===== config.mk =====
export PLATFORM = sky130hd
export DESIGN_NAME = iob_gpio_pulse_gen
export DESIGN_NICKNAME = d
export VERILOG_FILES = /design/src/rtl/iob_gpio_pulse_gen.sv
export SDC_FILE = /design/constraint.sdc
export NUM_CORES = 1
export LEC_CHECK = 0
export BUFFER_PORTS_ARGS = -buffer_cell sky130_fd_sc_hd__buf_2
export CORE_UTILIZATION = 35
export DETAILED_ROUTE_END_ITERATION = 12
export GPL_TIMING_DRIVEN = 0
export SYNTH_ARGS = -nofsm -noshare
export SYNTH_HDL_FRONTEND = slang
export SYNTH_SLANG_ARGS = --single-unit

===== constraint.sdc =====
create_clock -name clk -period 8.4 [get_ports clk]
set_input_delay 0.42 -clock clk [delete_from_list [all_inputs] [get_ports clk]]
set_output_delay 0.42 -clock clk [all_outputs]
set_load 0.03 [all_outputs]

===== src/rtl/iob_gpio_pulse_gen.sv =====
// Programmable pulse-train generator for a GPIO output pad: high/low phase
// lengths, repeat count and idle level are captured on start.
module iob_gpio_pulse_gen #(
   parameter int CNT_W = 16,
   parameter int REP_W = 8
) (
   input  logic             clk,
   input  logic             rst_n,
   input  logic             start,
   input  logic             abort,
   input  logic [CNT_W-1:0] high_cnt,
   input  logic [CNT_W-1:0] low_cnt,
   input  logic [REP_W-1:0] rep_cnt,
   input  logic             idle_level,
   output logic             out,
   output logic             busy,
   output logic             done
);

   typedef enum logic [1:0] {
      IDLE = 2'd0,
      HIGH = 2'd1,
      LOW  = 2'd2
   } state_t;

   state_t           state, state_n;
   logic             out_n, busy_n, done_n;
   logic [CNT_W-1:0] phase_cnt, phase_cnt_n;
   logic [REP_W-1:0] pulses_rem, pulses_rem_n;
   logic [CNT_W-1:0] high_q, high_n;
   logic [CNT_W-1:0] low_q, low_n;
   logic [REP_W-1:0] rep_q, rep_n;
   logic             idle_q, idle_n;

   // NOTE: sequential state uses non-blocking (<=) so every register samples
   // the pre-edge values; blocking here would create order-dependent races.
   always_ff @(posedge clk or negedge rst_n) begin
      if (!rst_n) begin
         state      <= IDLE;
         out        <= 1'b0;
         busy       <= 1'b0;
         done       <= 1'b0;
         phase_cnt  <= '0;
         pulses_rem <= '0;
         high_q     <= '0;
         low_q      <= '0;
         rep_q      <= '0;
         idle_q     <= 1'b0;
      end else begin
         state      <= state_n;
         out        <= out_n;
         busy       <= busy_n;
         done       <= done_n;
         phase_cnt  <= phase_cnt_n;
         pulses_rem <= pulses_rem_n;
         high_q     <= high_n;
         low_q      <= low_n;
         rep_q      <= rep_n;
         idle_q     <= idle_n;
      end
   end

   always_comb begin
      // NOTE: every output of this block gets a default first, so no path
      // can leave a signal unassigned and infer a latch.
      state_n      = state;
      out_n        = out;
      busy_n       = busy;
      done_n       = 1'b0;
      phase_cnt_n  = phase_cnt;
      pulses_rem_n = pulses_rem;
      high_n       = high_q;
      low_n        = low_q;
      rep_n        = rep_q;
      idle_n       = idle_q;

      unique case (state)
         IDLE: begin
            out_n  = idle_level;
            busy_n = 1'b0;
            if (start && !abort) begin
               high_n = high_cnt;
               low_n  = low_cnt;
               rep_n  = rep_cnt;
               idle_n = idle_level;
               if (high_cnt == '0 || rep_cnt == '0) begin
                  done_n = 1'b1;
               end else begin
                  state_n      = HIGH;
                  out_n        = ~idle_level;
                  busy_n       = 1'b1;
                  phase_cnt_n  = high_cnt - CNT_W'(1);
                  pulses_rem_n = rep_cnt - REP_W'(1);
               end
            end
         end

         HIGH: begin
            if (abort) begin
               state_n = IDLE;
               out_n   = idle_q;
               busy_n  = 1'b0;
            end else if (phase_cnt != '0) begin
               phase_cnt_n = phase_cnt - CNT_W'(1);
            end else if (pulses_rem == '0) begin
               state_n = IDLE;
               out_n   = idle_q;
               busy_n  = 1'b0;
               done_n  = 1'b1;
            end else if (low_q != '0) begin
               state_n     = LOW;
               out_n       = idle_q;
               phase_cnt_n = low_q - CNT_W'(1);
            end else begin
               // Zero gap: back-to-back pulses merge into one continuous level.
               phase_cnt_n  = high_q - CNT_W'(1);
               pulses_rem_n = pulses_rem - REP_W'(1);
            end
         end

         LOW: begin
            if (abort) begin
               state_n = IDLE;
               out_n   = idle_q;
               busy_n  = 1'b0;
            end else if (phase_cnt != '0) begin
               phase_cnt_n = phase_cnt - CNT_W'(1);
            end else begin
               state_n      = HIGH;
               out_n        = ~idle_q;
               phase_cnt_n  = high_q - CNT_W'(1);
               pulses_rem_n = pulses_rem - REP_W'(1);
            end
         end

         default: begin
            state_n = IDLE;
            busy_n  = 1'b0;
         end
      endcase
   end

endmodule


==> flow_metrics.tcl, run 1 <==
set metrics [dict create \
    gr-usage-met1_pct 26.5 \
    io_pins 48 \
    synth_most_common_cell "dfrtp_1" \
    syn_inst 480 \
    fin_crit_ns 3.41 \
    h-tree-depth 3 \
    drv_cap 0 \
    worstSkewPairLatency_ns 0.34 \
    crit_path_start_kind "flip-flop" \
    comb_power_share_pct 49.1 \
    die_w_microns 115 \
    finalClockSkew_ns 0.00471 \
    ys.flop_type "dfrtp_1" \
    tightest_slew_ns 0.944 \
    syn_avg_cell_area_sq_um 9.24 \
    slew_headroom_pct 36.2 \
    finalMaxSlewViolations 0 \
    hpwl_microns 9240 \
    setup_ws_ns 4.99 \
    seq_power_share_pct 31.4 \
    fin_util_pct 42.7 \
    multi_input_area_sq_um 2730 \
    ant_nets 0 \
    die_h_microns 115 \
    regArea_sq_um 1550 \
    p_sw_mw 0.906 \
    min-delay-path-class "primary input to asynchronous set/reset pin" \
    start_util_pct 36.5 \
    max_freq_ghz 0.293 \
    endpoint_kind "flip-flop" \
    post_cts_buffers 0 \
    dr.first_iter.drc_count 319 \
    grt_pass1_wl_microns 20200 \
    sw_frac_of_total_pct 44.1 \
    fill_cells 1189 \
    final-instance-count-excl-fill 710 \
    core-area_sq_um 12200 \
    fin_tns_setup_ns 0 \
    die-area_sq_um 13100 \
    crit_type "flip-flop to flip-flop" \
    worst_r2r_path_depth 10 \
    cp_max_fo 10 \
    ir_worst_vdd_uv 164 \
    drt_pass1_iterations 5 \
    diodes 0 \
    syn-cell-area_sq_um 4430 \
    vias_per_cell 5.72 \
    power.total_mw 2.05 \
    yosys_warnings 0 \
    ys_seq_area_share_pct 35.0 \
    period_share_pct 40.6 \
    p_int_mw 1.15 \
    clk_transition_reported_paths_ns 0.05 \
    dr_total_vias 4058 \
    rsz0062_at_grt "false" \
    gp_congestion 0.876 \
    ys_types 58 \
    synth_area_leaders "dfrtp_1 (35%), mux2_2 (8.6%), xnor2_1 (5.5%), xor2_1 (5.3%), ha_1 (3.4%)" \
    grt_pass1_vias 3889 \
    met3_usage_pct 3.12 \
    cts-buffers-inserted 9 \
    clockPowerShare_pct 19.5 \
    synth_edf_count 0 \
    cts_resized 0 \
    port_buffers 46 \
    regToRegSetupSlack_ns 4.99 \
    routed_wl_microns 12300 \
    hold_viol 0 \
    synth_common_cells "dfrtp_1 (62), mux2_2 (34), nand2_1 (30), nor2_1 (30), xnor2_1 (28)" \
    track_usage_pct 20.1 \
    grt-ovfl-total 0 \
    cts_tree "built" \
    antenna_found_initial 0 \
    synthDominantCellAreaShare_pct 35.0 \
    power_per_cell_area_nw_per_um2 395 \
    met2_usage_pct 32.4 \
    area_growth_syn_to_layout_pct 17.1 \
    clockBufferDepth 2 \
    critPathRequiredTime_ns 8.67 \
    wl_per_cell_microns 17.4 \
    setup_viol 0 \
    place_ws_ns 5.04 \
    drive_above_1_share_pct 20.3 \
    yosysTopAreaCell "dfrtp_1" \
    synth_seq_cells 62 \
    grt_max_degree 63 \
    r2r_start "state[0]" \
    placedCellCount 694 \
    drc 0 \
    nNetsFinal 594 \
    grt_busiest_layer "met2" \
    reg2reg_to "pulses_rem[6]" \
    p_leak_nw 2.04 \
    status "complete, no violations" \
    root_buffer "clkbuf_16" \
    async_reset_ff_share_pct 100 \
    syn_nets 537 \
    cp.arrival_ns 3.68 \
    postCtsHoldBufs 0 \
    cts_sinks 62 \
    rows 40 \
]
-- critical path, cell delays in order, from the launching register on --
cell and delay (ns):
dfrtp_1 0.37, inv_1 0.08, ha_1 0.36, clkbuf_1 0.37
buf_1 0.53, mux2i_1 0.28, ha_1 0.24, o21ai_0 0.23
or3_1 0.39, or4_1 0.40, nand3_1 0.10
-- registers in the layout, indices dropped and copies added, names as in the netlist --
name and flops:
low_q 16, phase_cnt 16, high_q 16, state 2, idle_q 1, out 1
done 1, busy 1, pulses_rem 8
-- power groups by stage --
stage | registers [mW] | clock network [mW] | logic [mW]
floorplan | 0.603 | 0 | 0.740
global placement | 0.633 | 0 | 0.971
detailed placement | 0.645 | 0 | 0.990
CTS | 0.640 | 0.406 | 0.999
global route | 0.668 | 0.422 | 1.11
finish | 0.644 | 0.400 | 1.01
-- layout by cell type, fill, tap and decap left out, types with 6 or more instances in the layout --
master and count:
inv_1 14, nand4_1 11, dfrtp_1 62, nand2_1 30, nor2_1 30, mux2_2 34
or3_1 13, xor2_1 27, buf_2 50, ha_1 12, clkbuf_16 9, nand3_1 15
nand2b_1 6, clkbuf_1 19, a21oi_1 9, o21ai_0 20, or4_1 11, nor4_1 13
nor4b_1 6, a221oi_1 8, xnor2_1 28, o22ai_1 16, o31ai_1 10, nor3_1 24
-- kinds of logic after synthesis --
kind of cell             count (synthesis)  share of synthesized area [%]
XOR/XNOR                                55                           10.9
AND/OR/NAND/NOR                        182                           23.3
flip-flops                              62                           35.0
adder cells (fa/ha/maj)                 12                           3.39
AO/OA/AOI/OAI                           95                           14.8
multiplexers                            36                           9.09
buffers and inverters                   38                           3.53
-- per-layer routing --
layer	vias to the layer above	routed length, microns
met5	-	0
met4	0	363
met3	32	548
met2	136	5870
met1	1970	5550
li1	1920	-
-- worst max path at each step --
stage | start | end | depth (start not counted)
after CTS | state[1] | pulses_rem[6] | 10
after detailed placement | state[0] | pulses_rem[6] | 10
final | state[0] | pulses_rem[6] | 10
after global routing | state[0] | pulses_rem[6] | 10
after floorplan | state[0] | pulses_rem[6] | 10
after global placement | state[0] | pulses_rem[6] | 10
-- area by class of cell --
class                           instances  area share [%]
Multi-Input combinational cell        380            52.5
Sequential cell                        62            29.9
Clock buffer                           12            4.75
Timing Repair Buffer                   46            4.48
Tap cell                              168            4.05
Buffer                                 24            2.00
Clock inverter                          4            1.35
Inverter                               14            1.01
-- stage by stage --
stage | instance area [sq um] | hold slack [ns]
after floorplan | 4430 | 0.124
after global placement | 4870 | 0.488
after detailed placement | 4880 | 0.498
after CTS | 5190 | 0.207
after global routing | 5190 | 0.247
final | 5190 | 0.166
Power figures use the tool's default switching activity.
==> run 2, diff against run 1 <==
clock period = 2.8 ns   (was 8.4 ns; I/O delays follow)
==> flow_metrics.tcl, run 2 (synthesized netlist as in run 1, its figures left out) <==
set metrics [dict create \
    endpoint_kind "flip-flop" \
    fin_crit_ns 2.67 \
    cp_max_fo 10 \
    cts_sinks 62 \
    finalClockSkew_ns 0.00521 \
    setup_viol 0 \
    ant_nets 0 \
    rows 40 \
    cts-buffers-inserted 9 \
    critPathRequiredTime_ns 3.05 \
    ir_worst_vdd_uv 500 \
    grt_pass1_vias 3877 \
    status "complete, no violations" \
    p_leak_nw 2.04 \
    track_usage_pct 20.1 \
    min-delay-path-class "primary input to flip-flop" \
    rsz0062_at_grt "false" \
    grt_max_degree 63 \
    grt_busiest_layer "met2" \
    met3_usage_pct 3.18 \
    grt-ovfl-total 0 \
    setup_ws_ns 0.134 \
    worstSkewPairLatency_ns 0.33 \
    power.total_mw 6.25 \
    crit_path_start_kind "flip-flop" \
    post_cts_buffers 0 \
    routed_wl_microns 12300 \
    hold_viol 0 \
    met2_usage_pct 32.0 \
    root_buffer "clkbuf_16" \
    tightest_slew_ns 0.827 \
    h-tree-depth 3 \
    worst_r2r_path_depth 8 \
    core-area_sq_um 12200 \
    clk_transition_reported_paths_ns 0.05 \
    dr_total_vias 4045 \
    area_growth_syn_to_layout_pct 18.4 \
    crit_type "flip-flop to flip-flop" \
    place_ws_ns -0.561 \
    whs_path_depth 2 \
    gr-usage-met1_pct 26.4 \
    die-area_sq_um 13100 \
    grt_pass1_wl_microns 20100 \
    mostFrequentLayoutCell "dfrtp_1" \
    drc 0 \
    hold_ws_ns 0.0335 \
    drt_pass1_iterations 5 \
    cp.arrival_ns 2.91 \
    r2r_start "pulses_rem[6]" \
    clockBufferDepth 2 \
    die_h_microns 115 \
    reg2reg_to "phase_cnt[12]" \
    power_per_cell_area_nw_per_um2 1190 \
    cts_tree "built" \
    start_util_pct 36.5 \
    hpwl_microns 9240 \
    wl_per_cell_microns 17.3 \
    diodes 0 \
    nNetsFinal 594 \
    antenna_found_initial 0 \
    final_cell_mix "dfrtp_1 (62), buf_2 (48), mux2_2 (34)" \
    io_pins 48 \
    die_w_microns 115 \
    hold_start "low_cnt[3]" \
    regToRegSetupSlack_ns 0.13 \
    whs_endpoint "low_q[3]" \
    vias_per_cell 5.70 \
    gp_congestion 0.876 \
    fin_util_pct 43.2 \
    drive_above_1_share_pct 21.8 \
    reg_top3 "high_q (16), low_q (16), phase_cnt (16)" \
    dr.first_iter.drc_count 282 \
    max_freq_ghz 0.375 \
    period_share_pct 95.2 \
    finalMaxSlewViolations 0 \
    slew_headroom_pct 44.7 \
    drv_cap 0 \
    port_buffers 46 \
]
[run 2: area by class of cell]
cell class / instances / area [sq um]
clock inverter: 4 / 70.1
timing repair buffer: 47 / 243
inverter: 14 / 52.6
clock buffer: 12 / 246
fill: 1185 / 6910
buffer: 23 / 110
tap: 168 / 210
sequential: 62 / 1550
multi-input combinational: 380 / 2770
[run 2: how the worst max path moves through the flow]
stage	cells after the start	end	from	slack, ns
2_1_floorplan	10	pulses_rem[6]	state[0]	0.02
3_3_place_gp	10	pulses_rem[6]	state[0]	-0.49
3_5_place_dp	10	pulses_rem[6]	state[0]	-0.56
4_1_cts	9	pulses_rem[2]	low_q[0]	0.03
5_1_grt	8	phase_cnt[2]	pulses_rem[2]	0.0002
6_report	8	phase_cnt[12]	pulses_rem[6]	0.13
[run 2: power breakdown]
group	switching, mW	leakage [nW]	internal, mW
combinational	1.77	1.14	1.35
clock	0.396	0.157	0.800
sequential	0.581	0.744	1.36
[run 2: per-stage QoR]
step | std cells | area, sq um | TNS (ns)
after detailed placement | 694 | 4880 | -0.871
after CTS | 710 | 5210 | 0
after floorplan | 480 | 4430 | 0
final | 710 | 5250 | 0
after global routing | 710 | 5250 | 0
after global placement | 694 | 4870 | -0.747
[run 2: per-layer routing]
layer / part of all wire [%] / up-vias
met5: 0 / -
met4: 3.5 / 0
met3: 4.1 / 35
met2: 47 / 126
met1: 45 / 1963
li1: - / 1921
[run 2: critical path, cell delays in order (launching register included)]
cell      delay [ns]
dfrtp_1         0.39
or4_1           0.57
or3_1           0.43
nor4_1          0.37
or2_1           0.15
clkbuf_1        0.21
clkbuf_4        0.27
nand2_1         0.07
o211ai_1        0.10
[run 2: timing repair]
action | in CTS | in global routing
hold buffers | 1 | 0
endpoints found under the setup margin | 4 | 17
resized for setup | 5 | 11
endpoints found under the hold margin | 62 | 0
